**config.mk**
```make
export PLATFORM = sky130hd
export DESIGN_NAME = seq_comparator
export DESIGN_NICKNAME = d
export VERILOG_FILES = /design/src/rtl/seq_comparator.sv
export SDC_FILE = /design/constraint.sdc
export NUM_CORES = 1
export LEC_CHECK = 0
export ABC_AREA = 1
export ABC_CLOCK_PERIOD_IN_PS = 4050
export CELL_PAD_IN_SITES_DETAIL_PLACEMENT = 1
export CELL_PAD_IN_SITES_GLOBAL_PLACEMENT = 1
export CORE_MARGIN = 2
export CORE_UTILIZATION = 48
export DETAILED_ROUTE_END_ITERATION = 10
export DONT_BUFFER_PORTS = 1
export GPL_TIMING_DRIVEN = 0
export PLACE_DENSITY = 0.82
export SYNTH_ARGS = -nofsm -noshare
export SYNTH_HDL_FRONTEND = slang
export SYNTH_SLANG_ARGS = --single-unit
```
**constraint.sdc**
```tcl
create_clock -name clk -period 4.05 [get_ports clk]
set_input_delay 0.405 -clock clk [delete_from_list [all_inputs] [get_ports clk]]
set_output_delay 0.405 -clock clk [all_outputs]
set_load 0.05 [all_outputs]
```
**src/rtl/seq_comparator.sv**
```systemverilog
`default_nettype none
// ============================================================================
//  Module   : seq_comparator
//  Purpose  : Multi-cycle N-bit magnitude comparator scanning CHUNK-bit slices
//             MSB first, with early exit and optional two's-complement mode.
//  Revision : 1.0  initial release
// ============================================================================
module seq_comparator #(
    parameter int N     = 32,
    parameter int CHUNK = 8
) (
    input  logic         clk,
    input  logic         rst,
    input  logic         start,
    input  logic         signed_mode,
    input  logic [N-1:0] a,
    input  logic [N-1:0] b,
    output logic         busy,
    output logic         done,
    output logic         gr,
    output logic         lo,
    output logic         eq
);

    localparam int             c_nch  = N / CHUNK;
    localparam int             c_cw   = (c_nch > 1) ? $clog2(c_nch) : 1;
    localparam logic [c_cw-1:0] c_last = c_cw'(c_nch - 1);
    // Flipping the sign bit maps two's-complement order onto unsigned order.
    localparam logic [N-1:0]   c_msb  = N'(1) << (N - 1);

    typedef enum logic [1:0] {
        S_IDLE = 2'd0,
        S_CMP  = 2'd1,
        S_DONE = 2'd2
    } state_t;

    state_t          r_state;
    state_t          w_state_nxt;
    logic [N-1:0]    r_sa;
    logic [N-1:0]    r_sb;
    logic [c_cw-1:0] r_cnt;
    logic            r_gr;
    logic            r_lo;
    logic            r_eq;

    logic [CHUNK-1:0] w_ta;
    logic [CHUNK-1:0] w_tb;
    logic             w_differ;
    logic             w_last;
    logic             w_launch;

    assign w_ta     = r_sa[N-1 -: CHUNK];
    assign w_tb     = r_sb[N-1 -: CHUNK];
    assign w_differ = (w_ta != w_tb);
    assign w_last   = (r_cnt == c_last);
    assign w_launch = start && ((r_state == S_IDLE) || (r_state == S_DONE));

    always_comb begin
        w_state_nxt = r_state;
        case (r_state)
            S_IDLE:  if (start) w_state_nxt = S_CMP;
            S_CMP:   if (w_differ || w_last) w_state_nxt = S_DONE;
            S_DONE:  w_state_nxt = start ? S_CMP : S_IDLE;
            default: w_state_nxt = S_IDLE;
        endcase
    end

    always_ff @(posedge clk) begin
        if (rst) begin
            r_state <= S_IDLE;
            r_sa    <= '0;
            r_sb    <= '0;
            r_cnt   <= '0;
            r_gr    <= 1'b0;
            r_lo    <= 1'b0;
            r_eq    <= 1'b0;
        end else begin
            r_state <= w_state_nxt;
            if (w_launch) begin
                r_sa  <= signed_mode ? (a ^ c_msb) : a;
                r_sb  <= signed_mode ? (b ^ c_msb) : b;
                r_cnt <= '0;
            end else if (r_state == S_CMP) begin
                if (w_differ) begin
                    r_gr <= (w_ta > w_tb);
                    r_lo <= (w_ta < w_tb);
                    r_eq <= 1'b0;
                end else if (w_last) begin
                    r_gr <= 1'b0;
                    r_lo <= 1'b0;
                    r_eq <= 1'b1;
                end else begin
                    r_sa  <= r_sa << CHUNK;
                    r_sb  <= r_sb << CHUNK;
                    r_cnt <= r_cnt + c_cw'(1);
                end
            end
        end
    end

    assign busy = (r_state == S_CMP);
    assign done = (r_state == S_DONE);
    assign gr   = r_gr;
    assign lo   = r_lo;
    assign eq   = r_eq;

endmodule
`default_nettype wire

```
==> run metrics, run 1 <==
status complete, no violations; # setup viols final 0; Nets 617; cts hold-fix bufs 0; Die Y 91.8 µm; total vias in the final route 3,631; most common cell after layout, fill and taps aside nand2_1; CTS H-tree lvls 3; reg2reg end r_sa[10]; vias in the first global route 3,685; dpl cells 631; cell internal pwr 1.35 mW; post-synthesis sequential area ratio 38.4%; area taken by multi-input logic gates 0.00190 mm²; PostCTS Resize Cnt 0; CP required 4.27 ns; mapped cell area 0.00370 mm²; FF-to-FF path depth 9; # Post-CTS Setup Buffers 0; Cell Pwr Density 517 mW/mm²; Crit path arrival time 2.14 ns; final core occ 53.4%; Clock Power Share 31.7%; syn_nets 606; core area 0.00761 mm²; CP Launch Type flip-flop; Layout area overhead 9.70%; share of cells above drive strength 1 11.2%; sw power 0.746 mW; DRT iter0 DRCs 147; min Tclk post-route 1.93 ns; commonest non-fill, non-tap cells in the layout nand2_1 (175), a21oi_1 (73), dfxtp_1 (71), nand3_1 (65), nand4_1 (46); crit path max-delay cell type dfxtp_1; Clock Tree Root clkbuf_8; Netlist cell types 23; slew margin rel. 39.9%; Worst Hold End r_sb[7]; DP Wirelength 8070 µm; fin crit share 47.6%; Post-synth EDFFs 0; Die W 91.8 µm; GP Congestion 0.827; Antenna Cells 0; CTS tree built; Synth Area per Inst 7.00 µm²; Worst Setup End Kind flip-flop; Total GRT Usage 27.1%; fill count 1,023; initial antenna violation count 0; Tot Pwr 2.10 mW; CP peak stage delay 0.36 ns; Post-synth ARST share 0%; crit path cell chain inv_1, ha_1, nand2_1, nor2_1, nand4_2, buf_6, buf_6, nand3_1, a21oi_1; CP Class flip-flop to flip-flop; Reg clk slew, reported paths 0.08 ns; IO Pins 73; drt drc 0; starting density of the core 48.7%; Layout Skew 0.00720 ns; largest fanout on the critical path 10; Hold Crit Depth 2; Clock Latency Late Sink 0.35 ns; Flop pwr share 39.6%; average wire per standard cell 16.8 µm; Max clock buf depth 2; Yosys reg bits 71; pin count of the biggest net entering global routing 13; crit-path most repeated cell buf_6; top_reg_cell synth dfxtp_1; Net Sw Frac 35.5%; CTS buffer count 9; area of the die 0.00843 mm²; global-route wire length before repair 18,200 µm; Gate power share 28.7%; final wirelength 10,900 µm; maximum clock rate 519 MHz; Pre-Repair DR Iteration Count 4; Hold Vio Cnt, Final 0; flop-to-flop setup slack 2.12 ns; max_cap viols 0; worst-margin pin slew 0.898 ns; register area 0.00142 mm²; Hold WC Path Type input port to flip-flop; Final Non-Filler Cells 647; Rows 32; Final TNS setup 0 ns; worst r2r src r_sb[27]; RSZ-0062 raised after global routing false; Max Slew Vio Count 0; critical hold path startpoint b[7]; YS warnings 0; DRT antenna net count 0; number of port buffers 0; VDD IR max 0.213 mV; Lkg Pwr 1.68 nW; DR vias/cell 5.61; post-synthesis cell count 529; overflow left after global routing 0; CTS Sinks 71
[metrics by stage]
| stage | hold WS, ns | cell area [µm²] | worst slack, ns |
|---|---|---|---|
| floorplan | 0.457 | 3700 | 2.48 |
| CTS | 0.188 | 4060 | 2.12 |
| detailed placement | 0.469 | 3830 | 2.14 |
| global placement | 0.464 | 3830 | 2.19 |
| global route | 0.194 | 4060 | 1.95 |
| finish | 0.194 | 4060 | 2.12 |
[worst max-delay path: cells and delay by family (launching register included)]
kind,cells,cell delay [ns]
buf+inv,3,0.43
compound gates,1,0.06
fa+ha+maj,1,0.29
simple gates,4,0.62
flops,1,0.36
[layout make-up]
| class | count | share of cell area (%) |
|---|---|---|
| Multi-Input combinational cell | 393 | 46.9 |
| Tap cell | 102 | 3.14 |
| Inverter | 19 | 1.76 |
| Sequential cell | 71 | 35.0 |
| Clock inverter | 5 | 1.97 |
| Clock buffer | 11 | 3.73 |
| Buffer | 46 | 7.55 |
[cells in the mapped netlist (all sizes together) (3+ instances only)]
master	count	share of area, %
dfxtp	71	38
o21ai	3	0.41
buf	32	6.9
nor2	12	1.7
nand4	47	8.1
clkbuf	14	1.4
inv	19	1.9
a21oi	73	9.9
ha	9	3.0
nand3	65	8.8
nand2	179	19
[routing by layer]
metal	wire length [µm]	GRT usage, %
met5	0	0
met4	215	9.33
met3	515	4.52
met2	5320	45.1
met1	4830	35.6
[cells by family after synthesis]
kind of cell | after synthesis | share of synthesized area (%)
AND/OR/NAND/NOR | 307 | 37.9
AO/OA/AOI/OAI | 77 | 10.5
flip-flops | 71 | 38.4
buffers and inverters | 65 | 10.2
adder cells (fa/ha/maj) | 9 | 3.04
[how the worst max path moves through the flow]
stage | startpoint | endpoint | cells past startpoint
floorplan | r_sb[27] | r_sa[10] | 9
global placement | rst | r_state[0] | 4
detailed placement | r_sb[27] | r_sa[6] | 8
CTS | r_sb[27] | r_sa[10] | 9
global route | r_sb[27] | r_sb[20] | 8
finish | r_sb[27] | r_sa[10] | 9
[power by group through the flow]
| stage | logic (mW) | registers [mW] | clock network (mW) |
|---|---|---|---|
| 6_report | 0.602 | 0.832 | 0.665 |
| 5_1_grt | 0.681 | 0.841 | 0.701 |
| 4_1_cts | 0.606 | 0.833 | 0.672 |
| 3_5_place_dp | 0.600 | 0.850 | 0 |
| 3_3_place_gp | 0.577 | 0.846 | 0 |
| 2_1_floorplan | 0.461 | 0.836 | 0 |
[state kept, by name, summed over array words and instances (netlist names)]
register / count
r_sa: 32
r_sb: 32
r_state: 2
lo: 1
eq: 1
gr: 1
r_cnt: 2
(Power assumes the default switching activity.)
==> run 2, diff against run 1 <==
--- a/config.mk
+++ b/config.mk
@@ -6,15 +6,15 @@
 export NUM_CORES = 1
 export LEC_CHECK = 0
 export ABC_AREA = 1
-export ABC_CLOCK_PERIOD_IN_PS = 4050
+export ABC_CLOCK_PERIOD_IN_PS = 2000
 export CELL_PAD_IN_SITES_DETAIL_PLACEMENT = 1
 export CELL_PAD_IN_SITES_GLOBAL_PLACEMENT = 1
 export CORE_MARGIN = 2
-export CORE_UTILIZATION = 48
+export CORE_UTILIZATION = 45
 export DETAILED_ROUTE_END_ITERATION = 10
 export DONT_BUFFER_PORTS = 1
 export GPL_TIMING_DRIVEN = 0
-export PLACE_DENSITY = 0.82
+export PLACE_DENSITY = 0.77
 export SYNTH_ARGS = -nofsm -noshare
 export SYNTH_HDL_FRONTEND = slang
 export SYNTH_SLANG_ARGS = --single-unit
==> constraint.sdc (replaced) <==
create_clock -name clk -period 2 [get_ports clk]
set_input_delay 0.2 -clock clk [delete_from_list [all_inputs] [get_ports clk]]
set_output_delay 0.2 -clock clk [all_outputs]
set_load 0.05 [all_outputs]
==> run metrics, run 2 (synthesized netlist as in run 1, its figures left out) <==
IO Pins 73; global-route wire length before repair 18,100 µm; max_cap viols 0; Post-DP Area 0.00383 mm²; fin crit share 93.3%; drt drc 0; CTS buffer count 9; largest fanout on the critical path 10; pin count of the biggest net entering global routing 13; overflow left after global routing 0; CTS Sinks 71; DRT iter0 DRCs 158; Lkg Pwr 1.74 nW; commonest non-fill, non-tap cells in the layout nand2_1 (175), a21oi_1 (73), dfxtp_1 (71), nand3_1 (65), nand4_1 (46); number of port buffers 0; Rows 33; Layout Skew 0.00864 ns; crit-path most repeated cell nand2_1; Max clock buf depth 2; most common cell after layout, fill and taps aside nand2_1; VDD IR max 0.510 mV; biggest regs r_sa: 32 flops, r_sb: 32 flops; core area 0.00809 mm²; Max Slew Vio Count 0; starting density of the core 45.7%; Hold WC Path Type input port to flip-flop; Cell Pwr Density 1000 mW/mm²; DRT antenna net count 0; CP required 2.27 ns; Pre-Repair DR Iteration Count 4; GP Congestion 0.827; Clock Latency Late Sink 0.35 ns; area of the die 0.00897 mm²; # Post-CTS Setup Buffers 0; status complete, no violations; maximum clock rate 536 MHz; CP peak stage delay 0.36 ns; final wirelength 11,200 µm; Layout area overhead 13.1%; CTS H-tree lvls 3; final worst setup slack 0.134 ns; worst-margin pin slew 0.875 ns; Total GRT Usage 26.1%; Crit path arrival time 2.13 ns; min Tclk post-route 1.87 ns; Antenna Cells 0; total vias in the final route 3,653; Clock Tree Root clkbuf_8; pre-CTS setup slack 0.0453 ns; Nets 629; DP Wirelength 8220 µm; average wire per standard cell 17.0 µm; vias in the first global route 3,665; crit path max-delay cell type dfxtp_1; CTS tree built; Worst Setup End Kind flip-flop; Hold Vio Cnt, Final 0; Die Y 94.7 µm; CP Launch Type flip-flop; DR vias/cell 5.52; slew margin rel. 41.5%; Reg clk slew, reported paths 0.08 ns; Final Instance Area 0.00419 mm²; Die W 94.7 µm; crit path cell chain inv_1, ha_1, nand2_1, nor2_2, nand2_1, nand2_4, buf_4, nand4_1, a21oi_1; CP Class flip-flop to flip-flop; # setup viols final 0; share of cells above drive strength 1 11.8%; initial antenna violation count 0
-- run 2: cell types whose count changed in the layout (fill, tap and decap cells not counted), sizes merged --
cell	previous run	this run
clkinv	1	3
bufinv	2	1
clkinvlp	2	1
dlygate4sd3	0	12
-- run 2: layout make-up --
type | count | area [µm²]
fill | 1086 | 3910
inverter | 19 | 71.3
tap | 105 | 131
clock buffer | 11 | 151
buffer | 46 | 312
multi-input combinational | 393 | 1920
clock inverter | 5 | 56.3
timing repair buffer | 12 | 120
sequential | 71 | 1420
-- run 2: final timing paths --
path              startpoint        to  slack, ns  depth (start not counted)
setup reg to reg    r_sb[31]  r_sa[12]       0.13                          9
hold reg to reg     r_sa[11]  r_sa[11]       0.48                          2
hold / removal          a[7]   r_sa[7]  0.0000007                          2
setup / recovery    r_sb[31]  r_sa[12]       0.13                          9
-- run 2: stage by stage --
stage          power (mW)  util, %  hold slack, ns  setup TNS, ns  cells
3_5_place_dp         2.94     47.4           0.356              0    634
2_1_floorplan        2.63        -           0.348              0    529
5_1_grt              4.41     51.7          0.0154        -0.0595    662
4_1_cts              4.15     51.4        0.000378              0    662
6_report             4.19     51.7     0.000000722              0    662
3_3_place_gp         2.89     47.4           0.352              0    634
-- run 2: what timing repair did --
| item | in CTS | in global routing |
|---|---|---|
| hold buffers | 12 | 0 |
| endpoints found under the hold margin | 12 | 0 |
| endpoints found under the setup margin | 0 | 61 |
| resized for setup | 0 | 12 |
-- run 2: critical path, delay by kind of cell, from the launching register on --
family / cells / cell delay (ns)
buffers and inverters: 2 / 0.25
AO/OA/AOI/OAI: 1 / 0.18
AND/OR/NAND/NOR: 5 / 0.71
adder cells (fa/ha/maj): 1 / 0.29
flip-flops: 1 / 0.36
-- run 2: metal layers --
layer | GRT usage, % | part of all wire [%] | up-vias
met4 | 8.82 | 1.4 | 0
li1 | - | - | 1827
met2 | 43.1 | 49 | 67
met1 | 34.5 | 45 | 1746
met5 | 0 | 0 | -
met3 | 4.31 | 4.3 | 13
-- run 2: power breakdown --
| part | internal (mW) | leakage [nW] | switching (mW) |
|---|---|---|---|
| combinational | 0.447 | 1.05 | 0.837 |
| sequential | 1.56 | 0.579 | 0.131 |
| clock | 0.642 | 0.105 | 0.572 |
| total | 2.65 | 1.74 | 1.54 |
==> run 3, diff against run 2 <==
--- a/config.mk
+++ b/config.mk
@@ -5,7 +5,6 @@
 export SDC_FILE = /design/constraint.sdc
 export NUM_CORES = 1
 export LEC_CHECK = 0
-export ABC_AREA = 1
 export ABC_CLOCK_PERIOD_IN_PS = 2000
 export CELL_PAD_IN_SITES_DETAIL_PLACEMENT = 1
 export CELL_PAD_IN_SITES_GLOBAL_PLACEMENT = 1
@@ -14,7 +13,7 @@
 export DETAILED_ROUTE_END_ITERATION = 10
 export DONT_BUFFER_PORTS = 1
 export GPL_TIMING_DRIVEN = 0
-export PLACE_DENSITY = 0.77
+export PLACE_DENSITY = 0.75
 export SYNTH_ARGS = -nofsm -noshare
 export SYNTH_HDL_FRONTEND = slang
 export SYNTH_SLANG_ARGS = --single-unit
==> run metrics, run 3 <==
CP required 2.22 ns; CP Class flip-flop to flip-flop; slew margin rel. 33.6%; final worst setup slack 0.0861 ns; Final Non-Filler Cells 455; CTS H-tree lvls 3; critical hold path startpoint b[7]; Nets 450; final wirelength 8440 µm; Final TNS setup 0 ns; CTS Sinks 71; area of the die 0.00713 mm²; CP peak stage delay 0.33 ns; cell internal pwr 2.59 mW; Die W 84.4 µm; Post-synth ARST share 0%; CTS buffer count 9; core area 0.00631 mm²; pin count of the biggest net entering global routing 13; vias in the first global route 2,662; CP Buf/Inv Count 3; top cells by area, synth dfxtp_1 (49%), a22oi_1 (12%), a21oi_1 (12%); min Tclk post-route 1.91 ns; share of cells above drive strength 1 11.6%; global-route wire length before repair 13,200 µm; Total GRT Usage 23.9%; RSZ-0062 raised after global routing true; Post-Synth XOR/XNOR Area 0.903%; mapped cell area 0.00291 mm²; VDD IR max 0.574 mV; Hold Vio Cnt, Final 0; largest fanout on the critical path 10; crit path cell chain inv_1, ha_1, nand4_1, nor4_4, nor2_2, buf_6, buf_4, nand2_1, a21oi_1; Post-synth EDFFs 0; Hold WC Path Type input port to flip-flop; DRT antenna net count 0; GP Congestion 0.785; drt drc 0; Synth Area in Compound Gates 25.3%; Synth Area per Inst 8.44 µm²; maximum clock rate 522 MHz; Antenna Cells 0; number of port buffers 0; post-synthesis cell count 345; total vias in the final route 2,630; YS warnings 0; top_reg_cell synth dfxtp_1; Hold WS 0.0202 ns; Synth Area in Adders 3.87%; Reg clk slew, reported paths 0.08 ns; status complete, no violations; Rows 29; fin crit share 95.7%; Worst Setup End Kind flip-flop; Die Y 84.4 µm; Max clock buf depth 2; post-synthesis mux area share 0.344%; Layout Skew 0.00665 ns; # setup viols final 0; pre-CTS setup slack -0.149 ns; Gate power share 13.3%; biggest regs r_sa: 32 flops, r_sb: 32 flops; most frequent cells after synthesis dfxtp_1 (71), a21oi_1 (68), nand2_1 (65); final core occ 56.9%; average wire per standard cell 18.5 µm; Lkg Pwr 1.28 nW; Net Sw Frac 25.7%; max_cap viols 0; sw power 0.895 mW; DR vias/cell 5.78; overflow left after global routing 0; commonest non-fill, non-tap cells in the layout dfxtp_1 (70), a21oi_1 (68), nand2_1 (64), a22oi_1 (46), nand3_1 (16); crit path from r_sb[26]; dpl cells 422; CTS tree built; most common cell after layout, fill and taps aside dfxtp_1; Clock Tree Root clkbuf_8; delay-heaviest family, CP simple AND/OR/NAND/NOR gates; crit path max-delay cell type dfxtp_1; worst-margin pin slew 0.993 ns; most numerous cell in the Yosys netlist dfxtp_1; Yosys reg bits 71; syn_nets 422; largest family of logic cells by synthesized area compound AO/OA/AOI/OAI gates; Pre-Repair DR Iteration Count 4; Max Slew Vio Count 0; Clock Latency Late Sink 0.34 ns; Flop pwr share 45.2%; Cell Pwr Density 971 mW/mm²; Crit path arrival time 2.13 ns; CP Launch Type flip-flop; IO Pins 73; Simple-Gate Fraction of Synth Area 15.8%; Netlist cell types 26; starting density of the core 46.1%; initial antenna violation count 0; Clock Power Share 41.5%; DRT iter0 DRCs 128; Synth area leader dfxtp_1; share of the synthesized area in the top cell type 48.8%; worst r2r src r_sb[26]; DP Wirelength 5800 µm; Layout area overhead 23.3%; post-synthesis sequential area ratio 48.8%
==> run 3: cell count changes after synthesis, sizes merged, moves of 4 or more <==
cell,before,now
nand2,179,65
nand3,65,16
a22oi,0,46
nand4,47,2
buf,32,6
inv,19,9
clkbuf,14,22
a21oi,73,68
nor2,12,8
==> run 3: repair_timing <==
item | CTS | global route
pin swaps | 1 | 3
cloned | 0 | 1
hold endpoints to repair | 14 | 0
setup buffers | 2 | 0
hold buffers | 14 | 0
resized for setup | 10 | 37
setup endpoints to repair | 48 | 59
==> run 3: metal layers <==
layer | part of all wire (%) | GRT usage [%]
met5 | 0 | 0
met4 | 1.9 | 8.66
met3 | 6.2 | 5.70
met2 | 48 | 39.2
met1 | 44 | 30.8
==> run 3: path summary, 6_finish.rpt <==
kind                            cells after the start  slack, ns       end
worst max-delay path                                9       0.09   r_sa[8]
worst min-delay path                                2       0.02   r_sb[7]
worst max register to register                      9       0.09   r_sa[8]
worst min register to register                      2       0.46  r_sb[29]
==> run 3: stage by stage <==
| stage | total power, mW | instance area, µm² |
|---|---|---|
| floorplan | 1.88 | 2910 |
| global placement | 1.97 | 3010 |
| detailed placement | 1.99 | 3010 |
| CTS | 3.45 | 3430 |
| global route | 3.63 | 3590 |
| finish | 3.49 | 3590 |
==> run 3: layout make-up <==
class / instances / area, µm²
Fill cell: 766 / 2720
Multi-Input combinational cell: 237 / 1430
Sequential cell: 71 / 1420
Timing Repair Buffer: 17 / 180
Buffer: 28 / 168
Clock buffer: 11 / 151
Clock inverter: 5 / 104
Tap cell: 77 / 96.3
Inverter: 9 / 33.8
==> run 3: cells by family (layout without fill, tap and decap cells) <==
family,count (synthesis),count (layout)
XOR/XNOR,3,3
buffers and inverters,37,70
flip-flops,71,71
adder cells (fa/ha/maj),9,9
AND/OR/NAND/NOR,103,103
multiplexers,1,1
AO/OA/AOI/OAI,121,121
==> run 3: power by group through the flow <==
stage	sequential (mW)	combinational [mW]	clock, mW
2_1_floorplan	1.58	0.292	0
3_3_place_gp	1.60	0.371	0
3_5_place_dp	1.60	0.385	0
4_1_cts	1.57	0.416	1.46
5_1_grt	1.58	0.522	1.53
6_report	1.57	0.465	1.45
